### src/rtl/wb_arb2_pkg.sv
// rtl/wb_arb2_pkg.sv - shared types and constants for the two-master Wishbone arbiter
//
// Purpose: arbitration state encoding and data-path width shared by wb_arb2
// and its bench.
package wb_arb2_pkg;

    localparam int DATBITS = 16;

    typedef enum logic [2:0] {
        ST_IDLE   = 3'd0,
        ST_GNT0   = 3'd1,
        ST_GNT1   = 3'd2,
        ST_ABORT0 = 3'd3,
        ST_ABORT1 = 3'd4
    } arb_state_t;

endpackage

### src/rtl/wb_arb_tmo.sv
// rtl/wb_arb_tmo.sv - per-grant watchdog counter for the Wishbone arbiter
//
// Purpose: counts consecutive slave wait cycles of the owning master.
// Ports:
//   clk    - clock, rising edge
//   rst_n  - asynchronous active-low reset
//   clr    - synchronous clear (takes priority over en)
//   en     - count one wait cycle
//   tc     - terminal count: counter is all-ones
module wb_arb_tmo
    import wb_arb2_pkg::*;
#(
    parameter int TMOBITS = 4
) (
    input  logic clk,
    input  logic rst_n,
    input  logic clr,
    input  logic en,
    output logic tc
);

    logic [TMOBITS-1:0] cnt;

    always_ff @(posedge clk or negedge rst_n) begin
        if (!rst_n) begin
            cnt <= '0;
        end else if (clr) begin
            cnt <= '0;
        end else if (en) begin
            cnt <= cnt + {{(TMOBITS-1){1'b0}}, 1'b1};
        end
    end

    assign tc = &cnt;

endmodule

### src/rtl/wb_arb2.sv
// rtl/wb_arb2.sv - two-master round-robin Wishbone arbiter with abort watchdog
//
// Purpose: shares one 16-bit Wishbone slave between two masters. Ownership is
// granted round-robin and held for the whole cyc burst; a watchdog aborts a
// transfer the slave never acknowledges and returns err to the stalled master.
// Ports:
//   wb_clk, wb_rst_n           - clock, asynchronous active-low reset
//   m0_* / m1_*                - master ports (cyc, stb, we, adr, dat_i in;
//                                dat_o, ack, err out)
//   s_cyc, s_stb, s_we, s_adr,
//   s_dat_o                    - slave request, muxed from the owning master
//   s_dat_i, s_ack             - slave read data and acknowledge
//   gnt                        - one-hot owner (bit0 = m0), 00 when idle
module wb_arb2
    import wb_arb2_pkg::*;
#(
    parameter int ADRBITS = 1,
    parameter int TMOBITS = 4
) (
    input  logic               wb_clk,
    input  logic               wb_rst_n,
    input  logic               m0_cyc,
    input  logic               m0_stb,
    input  logic               m0_we,
    input  logic [ADRBITS-1:0] m0_adr,
    input  logic [DATBITS-1:0] m0_dat_i,
    output logic [DATBITS-1:0] m0_dat_o,
    output logic               m0_ack,
    output logic               m0_err,
    input  logic               m1_cyc,
    input  logic               m1_stb,
    input  logic               m1_we,
    input  logic [ADRBITS-1:0] m1_adr,
    input  logic [DATBITS-1:0] m1_dat_i,
    output logic [DATBITS-1:0] m1_dat_o,
    output logic               m1_ack,
    output logic               m1_err,
    output logic               s_cyc,
    output logic               s_stb,
    output logic               s_we,
    output logic [ADRBITS-1:0] s_adr,
    output logic [DATBITS-1:0] s_dat_o,
    input  logic [DATBITS-1:0] s_dat_i,
    input  logic               s_ack,
    output logic [1:0]         gnt
);

    arb_state_t state, state_nxt;
    logic       last, last_nxt;
    logic       req0, req1;
    logic       sel;
    logic       own_cyc, own_stb, own_we;
    logic [ADRBITS-1:0] own_adr;
    logic [DATBITS-1:0] own_dat;
    logic       tmo_clr, tmo_en, tmo_tc;

    assign req0 = m0_cyc & m0_stb;
    assign req1 = m1_cyc & m1_stb;

    // Owner select: the same master mux serves both the grant and abort states.
    assign sel     = (state == ST_GNT1) || (state == ST_ABORT1);
    assign own_cyc = sel ? m1_cyc   : m0_cyc;
    assign own_stb = sel ? m1_stb   : m0_stb;
    assign own_we  = sel ? m1_we    : m0_we;
    assign own_adr = sel ? m1_adr   : m0_adr;
    assign own_dat = sel ? m1_dat_i : m0_dat_i;

    // Read data is broadcast; each master qualifies it with its own ack.
    assign m0_dat_o = s_dat_i;
    assign m1_dat_o = s_dat_i;

    wb_arb_tmo #(
        .TMOBITS(TMOBITS)
    ) u_tmo (
        .clk  (wb_clk),
        .rst_n(wb_rst_n),
        .clr  (tmo_clr),
        .en   (tmo_en),
        .tc   (tmo_tc)
    );

    always_ff @(posedge wb_clk or negedge wb_rst_n) begin
        if (!wb_rst_n) begin
            state <= ST_IDLE;
            last  <= 1'b1;
        end else begin
            state <= state_nxt;
            last  <= last_nxt;
        end
    end

    // All outputs decode from the state register, so an asynchronous reset
    // drops them without waiting for a clock edge.
    always_comb begin
        state_nxt = state;
        last_nxt  = last;
        gnt       = 2'b00;
        s_cyc     = 1'b0;
        s_stb     = 1'b0;
        s_we      = 1'b0;
        s_adr     = '0;
        s_dat_o   = '0;
        m0_ack    = 1'b0;
        m1_ack    = 1'b0;
        m0_err    = 1'b0;
        m1_err    = 1'b0;
        tmo_clr   = 1'b1;
        tmo_en    = 1'b0;

        case (state)
            ST_IDLE: begin
                // On contention the master that was not served last wins.
                if (req0 && (!req1 || last)) begin
                    state_nxt = ST_GNT0;
                end else if (req1) begin
                    state_nxt = ST_GNT1;
                end
            end

            ST_GNT0, ST_GNT1: begin
                gnt     = sel ? 2'b10 : 2'b01;
                s_cyc   = own_cyc;
                s_stb   = own_stb;
                s_we    = own_we;
                s_adr   = own_adr;
                s_dat_o = own_dat;
                m0_ack  = !sel & s_ack;
                m1_ack  = sel & s_ack;
                // The watchdog only runs while a strobe waits for an ack.
                tmo_clr = !own_stb | s_ack;
                tmo_en  = own_stb & !s_ack;
                if (!own_cyc) begin
                    state_nxt = ST_IDLE;
                    last_nxt  = sel;
                end else if (own_stb && !s_ack && tmo_tc) begin
                    state_nxt = sel ? ST_ABORT1 : ST_ABORT0;
                end
            end

            ST_ABORT0, ST_ABORT1: begin
                // Slave is cut off; the stalled master sees err until it ends cyc.
                gnt    = sel ? 2'b10 : 2'b01;
                m0_err = !sel & own_stb;
                m1_err = sel & own_stb;
                if (!own_cyc) begin
                    state_nxt = ST_IDLE;
                    last_nxt  = sel;
                end
            end

            default: begin
                state_nxt = ST_IDLE;
            end
        endcase
    end

endmodule

### config.mk
export PLATFORM = sky130hd
export DESIGN_NAME = wb_arb2
export DESIGN_NICKNAME = d
export VERILOG_FILES = /design/src/rtl/wb_arb2_pkg.sv /design/src/rtl/wb_arb_tmo.sv /design/src/rtl/wb_arb2.sv
export SDC_FILE = /design/constraint.sdc
export NUM_CORES = 1
export LEC_CHECK = 0
export BUFFER_PORTS_ARGS = -buffer_cell sky130_fd_sc_hd__buf_2
export CAP_MARGIN = 20
export CORE_ASPECT_RATIO = 1.25
export CORE_MARGIN = 2
export CORE_UTILIZATION = 33
export DETAILED_ROUTE_END_ITERATION = 10
export GPL_TIMING_DRIVEN = 1
export PLACE_DENSITY = 0.8
export SLEW_MARGIN = 20
export SYNTH_ARGS = -nofsm -noshare
export SYNTH_HDL_FRONTEND = slang
export SYNTH_HIERARCHICAL = 1
export SYNTH_SLANG_ARGS = --single-unit
### constraint.sdc
create_clock -name wb_clk -period 2.1 [get_ports wb_clk]
set_input_delay 0.42 -clock wb_clk [delete_from_list [all_inputs] [get_ports wb_clk]]
set_output_delay 0.42 -clock wb_clk [all_outputs]
set_load 0.01 [all_outputs]
======== Word level (Yosys, flattened, before mapping) ========
Index checks and enable logic that the tools add are counted.
storage, ports and cells
  register bits ........................... 8
  input bits .............................. 59
  output and inout port bits .............. 58
  logic and storage cells ................. 64
cells by class
  add/sub/neg operators ................... 1
  equality and inequality tests ........... 7
  muxes and demuxes ....................... 27
  bitwise operators ....................... 9
  reduce and logical (&&, ||, !) cells .... 17
operators with widths
  operator                                                          count
  16-bit 2-to-1 mux                                                 2
  3-bit 2-to-1 mux                                                  6
  1-bit 2-to-1 mux                                                  14
  3-bit one-hot mux with 3 select lines                             1
  4-bit 2-to-1 mux                                                  2
  1-bit bitwise AND                                                 7
  3-bit by 2-bit == test with 1-bit output (second input constant)  2
  3-bit inequality test (second input constant)                     2
  4-bit by 1-bit adder with 4-bit output (second input constant)    1
  1-bit logical NOT                                                 4
  2-bit 2-to-1 mux                                                  2
  4-bit AND reduction                                               1
  2-bit OR reduction                                                2
  4-bit OR reduction                                                1
  3-bit by 1-bit == test with 1-bit output (second input constant)  1
  3-bit == test (second input constant)                             1
  1-bit logical AND                                                 3
  3-bit logical NOT                                                 1
  3-bit AND reduction                                               1
  1-bit logical OR                                                  2
  2-bit inequality test (second input constant)                     1
  2-bit AND reduction                                               1
  2-bit nonzero test                                                1
  1-bit NOT                                                         1
  1-bit OR                                                          1

======== Logic depth before layout (Yosys ltp) ========
Gate-level depths: netlist of run 1.
  word-level depth ........................ 8
  depth in mapped cells ................... 7
  depth with buffers taken out ............ 7

======== Hierarchy ========
Netlist of run 1, hierarchy kept.
by module, submodules not included
  module      instances  cells each  area each (sq um)  seq. area each (sq um)
  wb_arb2     1          142         963.4              101.3
  wb_arb_tmo  1          17          198.9              100.1

======== Worst setup path after synthesis of run 1 ========
No wires, ideal clock.
  kind .................................... register to register
  from .................................... register state[1]
  to ...................................... register u_tmo.cnt[3]
  setup time .............................. 125 ps
  arrival ................................. 1,912 ps
  required time ........................... 1,975 ps
  setup slack ............................. 63 ps
  cell stages (with the launch flop) ...... 8
  buffers on the path ..................... 2
  period minus slack after synthesis ...... 2,037 ps
  cells stage by stage .................... dfrtp_1 -> buf_4 -> xor2_1 -> nand2b_1 -> clkbuf_1 -> nor3_1 -> nand4_1 -> mux2_4
between the ends
  elaborated cells between the ends (all ways) .. 13
  classes of those cells .................. 3 x eq/ne; 4 x mux; 2 x bitwise; 4 x reduce/logical
RTL lines
  element                                                                           RTL line                       source
  from (decl)                                                                       wb_arb2.sv:48                  arb_state_t state, state_nxt;
  from (signal assigned)                                                            wb_arb2.sv:87                  state <= state_nxt;
  3-bit by 2-bit == test with 1-bit output / 3-bit == test (equally long branches)  wb_arb2.sv:61, wb_arb2.sv:110
  1-bit logical OR                                                                  wb_arb2.sv:61                  assign sel = (state == ST_GNT1) || (state == ST_ABORT1);
  1-bit 2-to-1 mux                                                                  wb_arb2.sv:63                  assign own_stb = sel ? m1_stb : m0_stb;
  1-bit bitwise AND                                                                 wb_arb2.sv:131                 tmo_en = own_stb & !s_ack;
  1-bit 2-to-1 mux (*)                                                              wb_arb2.sv:110                 case (state)
  named net tmo_en                                                                  wb_arb2.sv:55                  logic tmo_clr, tmo_en, tmo_tc;
  2-bit nonzero test (no source line) (*)                                           n/a
  to (signal assigned)                                                              wb_arb_tmo.sv:30               cnt <= cnt + {{(TMOBITS-1){1'b0}}, 1'b1};
  to (decl)                                                                         wb_arb_tmo.sv:22               logic [TMOBITS-1:0] cnt;
Mark *: on every way through the listed nets, which the timed path passes. The rest lies on a longest branch.
A chain may end at the register's enable or synchronous reset.

======== Worst setup path after layout of run 1 ========
  from .................................... register state[2]
  to ...................................... output s_dat_o[5]
between the ends
  word-level cells in the longest chain between the ends .. 4
  elaborated cells between the ends (all ways) .. 7
  classes of those cells .................. 3 x eq/ne; 2 x mux; 2 x reduce/logical
RTL lines
  element                                                                           RTL line                       source
  3-bit by 2-bit == test with 1-bit output / 3-bit == test (equally long branches)  wb_arb2.sv:61, wb_arb2.sv:110
  1-bit logical OR                                                                  wb_arb2.sv:61
  16-bit 2-to-1 mux                                                                 wb_arb2.sv:66                  assign own_dat = sel ? m1_dat_i : m0_dat_i;
  16-bit 2-to-1 mux (*)                                                             wb_arb2.sv:110
  to (decl)                                                                         wb_arb2.sv:42                  output logic [DATBITS-1:0] s_dat_o,
Mark *: on every way between the ends. The rest lies on a longest branch, timed or not.

==> results of run 1 <==
-- final cells by class --
cell class / count / area [sq um] / share of cell area [%]
clock buffers: 4 / 45.0 / 3.19
well taps: 39 / 48.8 / 3.46
multi-input cells: 107 / 661 / 46.8
inverters: 3 / 13.8 / 0.975
flip-flops and latches: 8 / 201 / 14.3
repair buffers: 77 / 442 / 31.3
-- critical path, stage by stage, from the launching register on --
cell and delay [ps]:
dfrtp_1 400, xnor2_2 160, or2_4 260, inv_4 100, buf_12 130, nand2_1 60, a21oi_1 120, buf_2 140
-- where the power goes --
group / total, uW / switching (uW) / internal (uW)
sequential: 233 / 35.5 / 198
clock: 194 / 61.9 / 132
combinational: 1830 / 991 / 840
total: 2260 / 1090 / 1170
-- synthesized netlist by cell type, types with 2 or more instances --
cell / number / share of area, %
nor3b_1: 2 / 1.3
buf_4: 34 / 22
nor3_1: 2 / 0.86
nor2_1: 8 / 2.6
mux2i_1: 3 / 2.6
mux2_4: 2 / 2.6
buf_2: 2 / 0.86
nor4bb_1: 2 / 1.7
nand3b_1: 2 / 1.3
a21oi_1: 21 / 9.0
dfrtp_1: 7 / 15
clkbuf_1: 2 / 0.65
buf_6: 3 / 2.9
nand2_1: 38 / 12
inv_1: 2 / 0.65
xnor2_1: 2 / 1.5
-- path summary, 6_finish.rpt --
path	start	to	cells after the start	slack, ps
min in group wb_clk	m1_cyc	last	2	440
worst min-delay path	wb_rst_n	u_tmo/cnt[1]	1	30
worst min register to register	last	last	2	490
max in group asynchronous	wb_rst_n	last	1	1830
worst max-delay path	state[2]	s_dat_o[5]	7	80
worst max register to register	state[2]	u_tmo/cnt[3]	7	150
-- registers in the layout, indices dropped and copies added (netlist names) --
name	count
last	1
u_tmo/cnt	4
state	3
-- per-layer routing --
layer  up-vias  track usage (%)
met5         -                0
met4         0             5.43
met3        12             2.04
met2        47             25.4
met1       516             13.9
li1        587                -
-- cell usage in the layout (no fill, tap or decap), types with 3 or more instances in the layout --
cell	instances
nor2_1	8
dfrtp_1	7
nand2_1	38
a21oi_1	20
clkbuf_8	3
buf_4	6
buf_2	68
-- logic make-up (layout without fill, tap and decap cells) --
kind of cell | after synthesis | count (layout)
mux | 5 | 5
fa+ha+maj | 1 | 1
xor+xnor | 3 | 3
flops | 8 | 8
buf+inv | 44 | 84
compound gates | 31 | 31
simple gates | 67 | 67
-- stage by stage --
stage,setup TNS (ps),setup slack (ps),hold WS (ps),std cells
finish,0,83.7,26.8,238
global placement,0,251,271,233
floorplan,0,62.6,124,159
global route,-3.53,-2.91,30.0,238
detailed placement,0,149,267,233
CTS,0,9.90,22.0,237
-- what timing repair did --
action / CTS / global route
setup buffers: 0 / 0
cloned: 0 / 1
gates resized for setup: 2 / 7
setup endpoints to repair: 2 / 19
pin swaps: 0 / 0
==> results.py, run 1 <==
metrics = {
    "synth": {
        "synth_compound_area_share_pct": 17.0,
        "synth_top_family_by_area": "simple AND/OR/NAND/NOR gates",
        "synthArstFlopShare_pct": 100,
        "synth_nets": 219,
        "synthAdderAreaFrac_pct": 1.08,
        "synth.avg_cell_area_sq_um": 7.31,
        "synth_cell_types": 43,
        "syn_inst": 159,
        "synth-seq-cells": 8,
        "synthMuxAreaShare_pct": 5.17,
        "ys_seq_area_share_pct": 17.3,
        "synth-edff-count": 0,
        "synthFlopType": "dfrtp_1",
        "synth-xor-area-share_pct": 2.26,
        "syn_area_sq_um": 1160,
        "yosys_warnings": 6,
        "synthSimpleGateAreaFrac_pct": 29.8,
    },
    "power": {
        "p_per_area_nw_per_um2": 1600,
        "peakVddDrop_mv": 0.822,
        "leakage_uw": 0.000775,
        "power.total_uw": 2260,
    },
    "route": {
        "wirelength_microns": 2870,
        "drt-initial-drc-count": 43,
        "ant_nets": 0,
        "wire_per_inst_microns": 12.0,
        "vias": 1162,
        "wl_met1_microns": 1100,
        "dr.pass1.iters": 4,
        "viasPerCell": 4.88,
        "drcViolationCount": 0,
        "wl_met2_microns": 1440,
        "dr.max_layer_used": "met4",
        "wl_met3_microns": 247,
    },
    "place": {
        "place_congestion": 0.769,
        "placed_area_sq_um": 1310,
        "port-buffer-count": 68,
        "dp.final_hpwl_microns": 2200,
    },
    "min_path": {
        "hold_path_class": "input port to async pin",
    },
    "sta": {
        "hold_violations": 0,
        "tightest_slew_ps": 411,
        "maxSlewViolCount": 0,
        "fin_crit_sh_pct": 96.0,
        "slew_headroom_pct": 72.4,
        "fmax_mhz": 496,
        "skew_ps": 4.32,
        "finalSetupViolCount": 0,
        "post-route-min-period_ps": 2020,
    },
    "clocking": {
        "cts_buffer_depth": 2,
        "cts_tree": "yes",
        "htree_levels": 1,
        "clkLatencyLatePin_ps": 230,
        "root_buffer": "clkbuf_8",
        "path_clk_slew_ps": 40,
        "clock_sinks": 8,
        "postCtsHoldBufs": 0,
        "cts_buffers": 3,
    },
    "worst_setup_path": {
        "worst_ep_arrival_time_ps": 1600,
        "cp-end-kind": "output pin",
        "cp_max_fo": 10,
        "start_kind": "register",
        "crit_type": "register to output pin",
        "crit_required_ps": 1680,
    },
    "layout": {
        "fillerInstances": 357,
        "drive_gt1_share_pct": 46.7,
        "syn2layout_area_growth_pct": 21.4,
        "fin_area_sq_um": 1410,
        "antenna_cells": 0,
        "nets": 260,
        "fin_util_pct": 41.2,
    },
    "floorplan": {
        "die_h_microns": 70.4,
        "initial_core_util_pct": 34.0,
        "ios": 117,
        "die_x_microns": 57.1,
        "core-area_sq_um": 3420,
        "rows": 24,
        "dieArea_sq_um": 4020,
    },
    "global_routing": {
        "grt_pass1_vias": 1087,
        "grt_pass1_wl_microns": 4410,
        "grt_max_degree": 20,
        "grt_overflow_total": 0,
        "antenna_found_initial": 0,
        "grt_usage_pct": 13.3,
    },
    "run": {
        "cap_viol_max_count": 0,
    },
    "outcome": {
        "status": "finished, final reports clean",
    },
}
Power figures use the tool's default switching activity.
==> inputs of run 2 (changes only) <==
- PLACE_DENSITY: 0.8 -> 0.78
==> results.py, run 2 (same netlist as run 1, synthesis figures left out) <==
metrics = {
    "layout": {
        "regArea_sq_um": 201,
        "fillerInstances": 347,
        "nets": 264,
        "fin_util_pct": 42.9,
        "syn2layout_area_growth_pct": 26.5,
        "multi_input_area_sq_um": 691,
        "antenna_cells": 0,
        "reg_top3": "u_tmo/cnt: 4 flops, state: 3 flops, last: 1 flops",
        "drive_gt1_share_pct": 50.7,
        "largest_register_ffs": 4,
        "layout.cells.non_filler": 242,
        "mostFrequentLayoutCells": "68 x buf_2, 38 x nand2_1, 14 x a21oi_1",
        "final_common_cell": "buf_2",
        "top_register": "u_tmo/cnt",
    },
    "worst_setup_path": {
        "worst_ep_arrival_time_ps": 1620,
        "start_kind": "register",
        "r2r_setup_slack_ps": 160,
        "crit_required_ps": 1680,
        "r2r-start": "u_tmo/cnt[0]",
        "cp-end-kind": "output pin",
        "r2r_end": "state[1]",
        "cp_max_fo": 19,
        "r2r_cells": 6,
        "crit_type": "register to output pin",
    },
    "power": {
        "leakage_uw": 0.000793,
        "combPwrFrac_pct": 82.4,
        "p_per_area_nw_per_um2": 1660,
        "p_sw_share_pct": 48.5,
        "seqPwrFrac_pct": 9.2,
        "internal_power_uw": 1260,
        "peakVddDrop_mv": 0.982,
        "power_frac_clock_pct": 8.4,
        "power.net_switching_uw": 1190,
    },
    "min_path": {
        "hold_path_class": "input port to async pin",
    },
    "route": {
        "drcViolationCount": 0,
        "drt-initial-drc-count": 35,
        "dr.pass1.iters": 4,
        "wire_per_inst_microns": 12.2,
        "viasPerCell": 4.87,
        "ant_nets": 0,
        "vias": 1178,
        "wirelength_microns": 2960,
    },
    "floorplan": {
        "ios": 117,
        "rows": 24,
        "dieArea_sq_um": 4020,
        "core-area_sq_um": 3420,
        "initial_core_util_pct": 34.0,
        "die_h_microns": 70.4,
        "die_x_microns": 57.1,
    },
    "sta": {
        "slew_headroom_pct": 77.1,
        "maxSlewViolCount": 0,
        "post-route-min-period_ps": 2040,
        "hold_violations": 0,
        "fmax_mhz": 490,
        "finalSetupViolCount": 0,
        "tightest_slew_ps": 338,
        "tns_ps": 0,
        "fin_crit_sh_pct": 97.2,
        "skew_ps": 1.59,
        "fin_ws_ps": 59.6,
    },
    "clocking": {
        "postCtsHoldBufs": 0,
        "cts_buffer_depth": 2,
        "cts_buffers": 3,
        "cts_tree": "yes",
        "root_buffer": "clkbuf_8",
        "clkLatencyLatePin_ps": 240,
        "clock_sinks": 8,
        "path_clk_slew_ps": 40,
        "htree_levels": 1,
    },
    "run": {
        "cap_viol_max_count": 0,
    },
    "place": {
        "dpl.cell_count": 233,
        "dp.final_hpwl_microns": 2170,
        "port-buffer-count": 68,
        "place_congestion": 0.745,
        "detailedPlace.worstSlack_ps": 147,
    },
    "outcome": {
        "status": "finished, final reports clean",
    },
    "global_routing": {
        "grt_max_degree": 20,
        "antenna_found_initial": 0,
        "grt_pass1_vias": 1045,
        "grt_usage_pct": 14.1,
        "grt_overflow_total": 0,
        "grt_pass1_wl_microns": 4570,
    },
}
[run 2: worst max path at each step]
stage	startpoint	end	slack, ps	cells past startpoint
2_1_floorplan	state[1]	u_tmo/cnt[3]	60	7
3_3_place_gp	state[1]	s_dat_o[4]	200	7
3_5_place_dp	u_tmo/cnt[0]	state[1]	150	6
4_1_cts	state[2]	s_we	5	6
5_1_grt	state[1]	s_dat_o[8]	-10	7
6_report	state[1]	s_we	60	6
[run 2: worst max-delay path: stages, from the launching register on]
cell and delay [ps]:
dfrtp_1 410, xnor2_2 190, or2_4 180, buf_8 170, nand2_1 100, a21oi_4 170
buf_2 150
[run 2: power by group through the flow]
stage               Sequential [uW]  Clock, uW  Combinational (uW)
detailed placement              221          0                1660
floorplan                       227          0                1200
CTS                             225        208                1760
finish                          226        204                2020
global route                    230        215                2200
global placement                219          0                1640
[run 2: per-layer routing]
metal	track usage (%)	routed length [microns]	up-vias	part of all wire, %
li1	-	-	591	-
met1	17.0	1210	521	41
met2	22.7	1400	49	47
met3	1.67	241	17	8.1
met4	9.82	112	0	3.8
met5	0	0	-	0
[run 2: area by class of cell]
class	instances	share of cell area, %
multi-input cells	107	47.0
inverters	3	1.11
repair buffers	81	31.8
well taps	39	3.32
flip-flops and latches	8	13.7
clock buffers	4	3.06
[run 2: what timing repair did]
item / 4_1_cts / 5_1_grt
pin swaps: 1 / 2
gates resized for setup: 6 / 17
setup endpoints to repair: 14 / 16
cloned: 0 / 1
buffers inserted: 1 / 3
[run 2: per-stage QoR]
stage | instance area (sq um) | hold slack [ps] | power (uW)
floorplan | 1160 | 124 | 1430
global placement | 1310 | 270 | 1860
detailed placement | 1310 | 272 | 1880
CTS | 1380 | 18.2 | 2200
global route | 1470 | 28.9 | 2650
finish | 1470 | 17.0 | 2450
==> inputs of run 3 (changes only) <==
- CORE_MARGIN: 2 -> 3
==> results.py, run 3 (same netlist as run 1, synthesis figures left out) <==
metrics = {
    "sta": {
        "tns_ps": 0,
        "fin_ws_ps": 60.2,
        "slew_headroom_pct": 70.3,
        "skew_ps": 6.77,
        "fmax_mhz": 490,
        "finalSetupViolCount": 0,
        "grt_setup_unrepaired": "false",
        "fin_crit_sh_pct": 97.1,
        "tightest_slew_ps": 439,
        "hold_violations": 0,
        "post-route-min-period_ps": 2040,
        "maxSlewViolCount": 0,
    },
    "layout": {
        "drive_gt1_share_pct": 46.2,
        "final_common_cell": "buf_2",
        "layout.cells.non_filler": 236,
        "top_register": "u_tmo/cnt",
        "largest_register_ffs": 4,
        "syn2layout_area_growth_pct": 23.4,
        "fillerInstances": 345,
        "antenna_cells": 0,
        "reg_top3": "u_tmo/cnt: 4 flops, state: 3 flops, last: 1 flops",
        "multi_input_area_sq_um": 666,
        "fin_util_pct": 43.7,
        "mostFrequentLayoutCells": "68 x buf_2, 38 x nand2_1, 21 x a21oi_1",
        "regArea_sq_um": 201,
        "nets": 260,
    },
    "global_routing": {
        "grt_pass1_wl_microns": 4250,
        "grt_usage_pct": 12.3,
        "grt_overflow_total": 0,
        "grt_max_degree": 20,
        "antenna_found_initial": 0,
        "grt_pass1_vias": 974,
    },
    "clocking": {
        "cts_tree": "yes",
        "path_clk_slew_ps": 40,
        "postCtsHoldBufs": 0,
        "htree_levels": 1,
        "cts_buffer_depth": 2,
        "cts_buffers": 3,
        "root_buffer": "clkbuf_8",
        "clkLatencyLatePin_ps": 230,
        "post-cts-setup-buffers": 0,
        "clock_sinks": 8,
    },
    "power": {
        "p_per_area_nw_per_um2": 1620,
        "power.total_uw": 2330,
        "peakVddDrop_mv": 0.905,
        "leakage_uw": 0.000783,
    },
    "place": {
        "detailedPlace.worstSlack_ps": 219,
        "dp.final_hpwl_microns": 2200,
        "dpl.cell_count": 230,
        "place_congestion": 0.815,
        "port-buffer-count": 68,
    },
    "worst_setup_path": {
        "r2r-start": "state[2]",
        "r2r_end": "u_tmo/cnt[3]",
        "cp_max_fo": 9,
        "cp-end-kind": "output pin",
        "cp-startpoint": "state[2]",
        "r2r_cells": 7,
        "cp-endpoint": "s_dat_o[2]",
        "crit_required_ps": 1680,
        "r2r_setup_slack_ps": 140,
        "worst_ep_arrival_time_ps": 1620,
        "crit_type": "register to output pin",
        "start_kind": "register",
    },
    "route": {
        "dr.pass1.iters": 4,
        "viasPerCell": 5.02,
        "wirelength_microns": 2990,
        "drcViolationCount": 0,
        "vias": 1184,
        "wire_per_inst_microns": 12.7,
        "drt-initial-drc-count": 37,
        "ant_nets": 0,
    },
    "min_path": {
        "hold_path_class": "input port to async pin",
    },
    "floorplan": {
        "die_x_microns": 59.1,
        "ios": 117,
        "die_h_microns": 72.4,
        "core-area_sq_um": 3280,
        "rows": 23,
        "initial_core_util_pct": 35.4,
        "dieArea_sq_um": 4280,
    },
    "run": {
        "cap_viol_max_count": 0,
    },
    "outcome": {
        "status": "finished, final reports clean",
    },
}
run 3: worst min-delay path by stage:
| stage | start | endpoint | slack (ps) | cells past startpoint |
|---|---|---|---|---|
| final | wb_rst_n | u_tmo/cnt[2] | 20 | 1 |
| after global routing | wb_rst_n | u_tmo/cnt[2] | 30 | 1 |
| after CTS | wb_rst_n | u_tmo/cnt[2] | 20 | 1 |
| after detailed placement | wb_rst_n | u_tmo/cnt[2] | 270 | 1 |
| after global placement | wb_rst_n | u_tmo/cnt[1] | 270 | 1 |
| after floorplan | wb_rst_n | state[0] | 120 | 0 |
run 3: layout make-up:
type / count / share of cell area, %
clock buffers: 4 / 3.14
repair buffers: 77 / 32.0
multi-input cells: 107 / 46.4
well taps: 37 / 3.23
flip-flops and latches: 8 / 14.0
inverters: 3 / 1.13
run 3: per-layer routing:
layer  up-vias  global-route usage, %  wire [microns]
met2        60                   21.9            1480
li1        588                      -               -
met3        11                   2.31             322
met4         0                   6.55              91
met5         -                      0               0
met1       525                   13.4            1090
run 3: through the flow:
| step | instance area, sq um | hold slack (ps) |
|---|---|---|
| final | 1430 | 21.1 |
| after global routing | 1430 | 29.5 |
| after CTS | 1340 | 23.2 |
| after detailed placement | 1290 | 272 |
| after global placement | 1290 | 270 |
| after floorplan | 1160 | 124 |
run 3: critical path, stage by stage, from the launching register on:
cell and delay (ps):
dfrtp_1 410, xnor2_2 160, or2_4 260, inv_6 100
clkbuf_16 150, nand2_1 50, a21oi_1 110, buf_2 140
run 3: power by group:
group | switching [uW] | leakage [uW] | internal (uW)
Clock | 63.0 | 0.0000228 | 132
Combinational | 1010 | 0.000655 | 895
Sequential | 29.6 | 0.000105 | 198
run 3: repair_timing:
item / CTS / global route
gates cloned: 0 / 2
setup endpoints to repair: 1 / 18
hold endpoints to repair: 0 / 0
resized for setup: 1 / 9
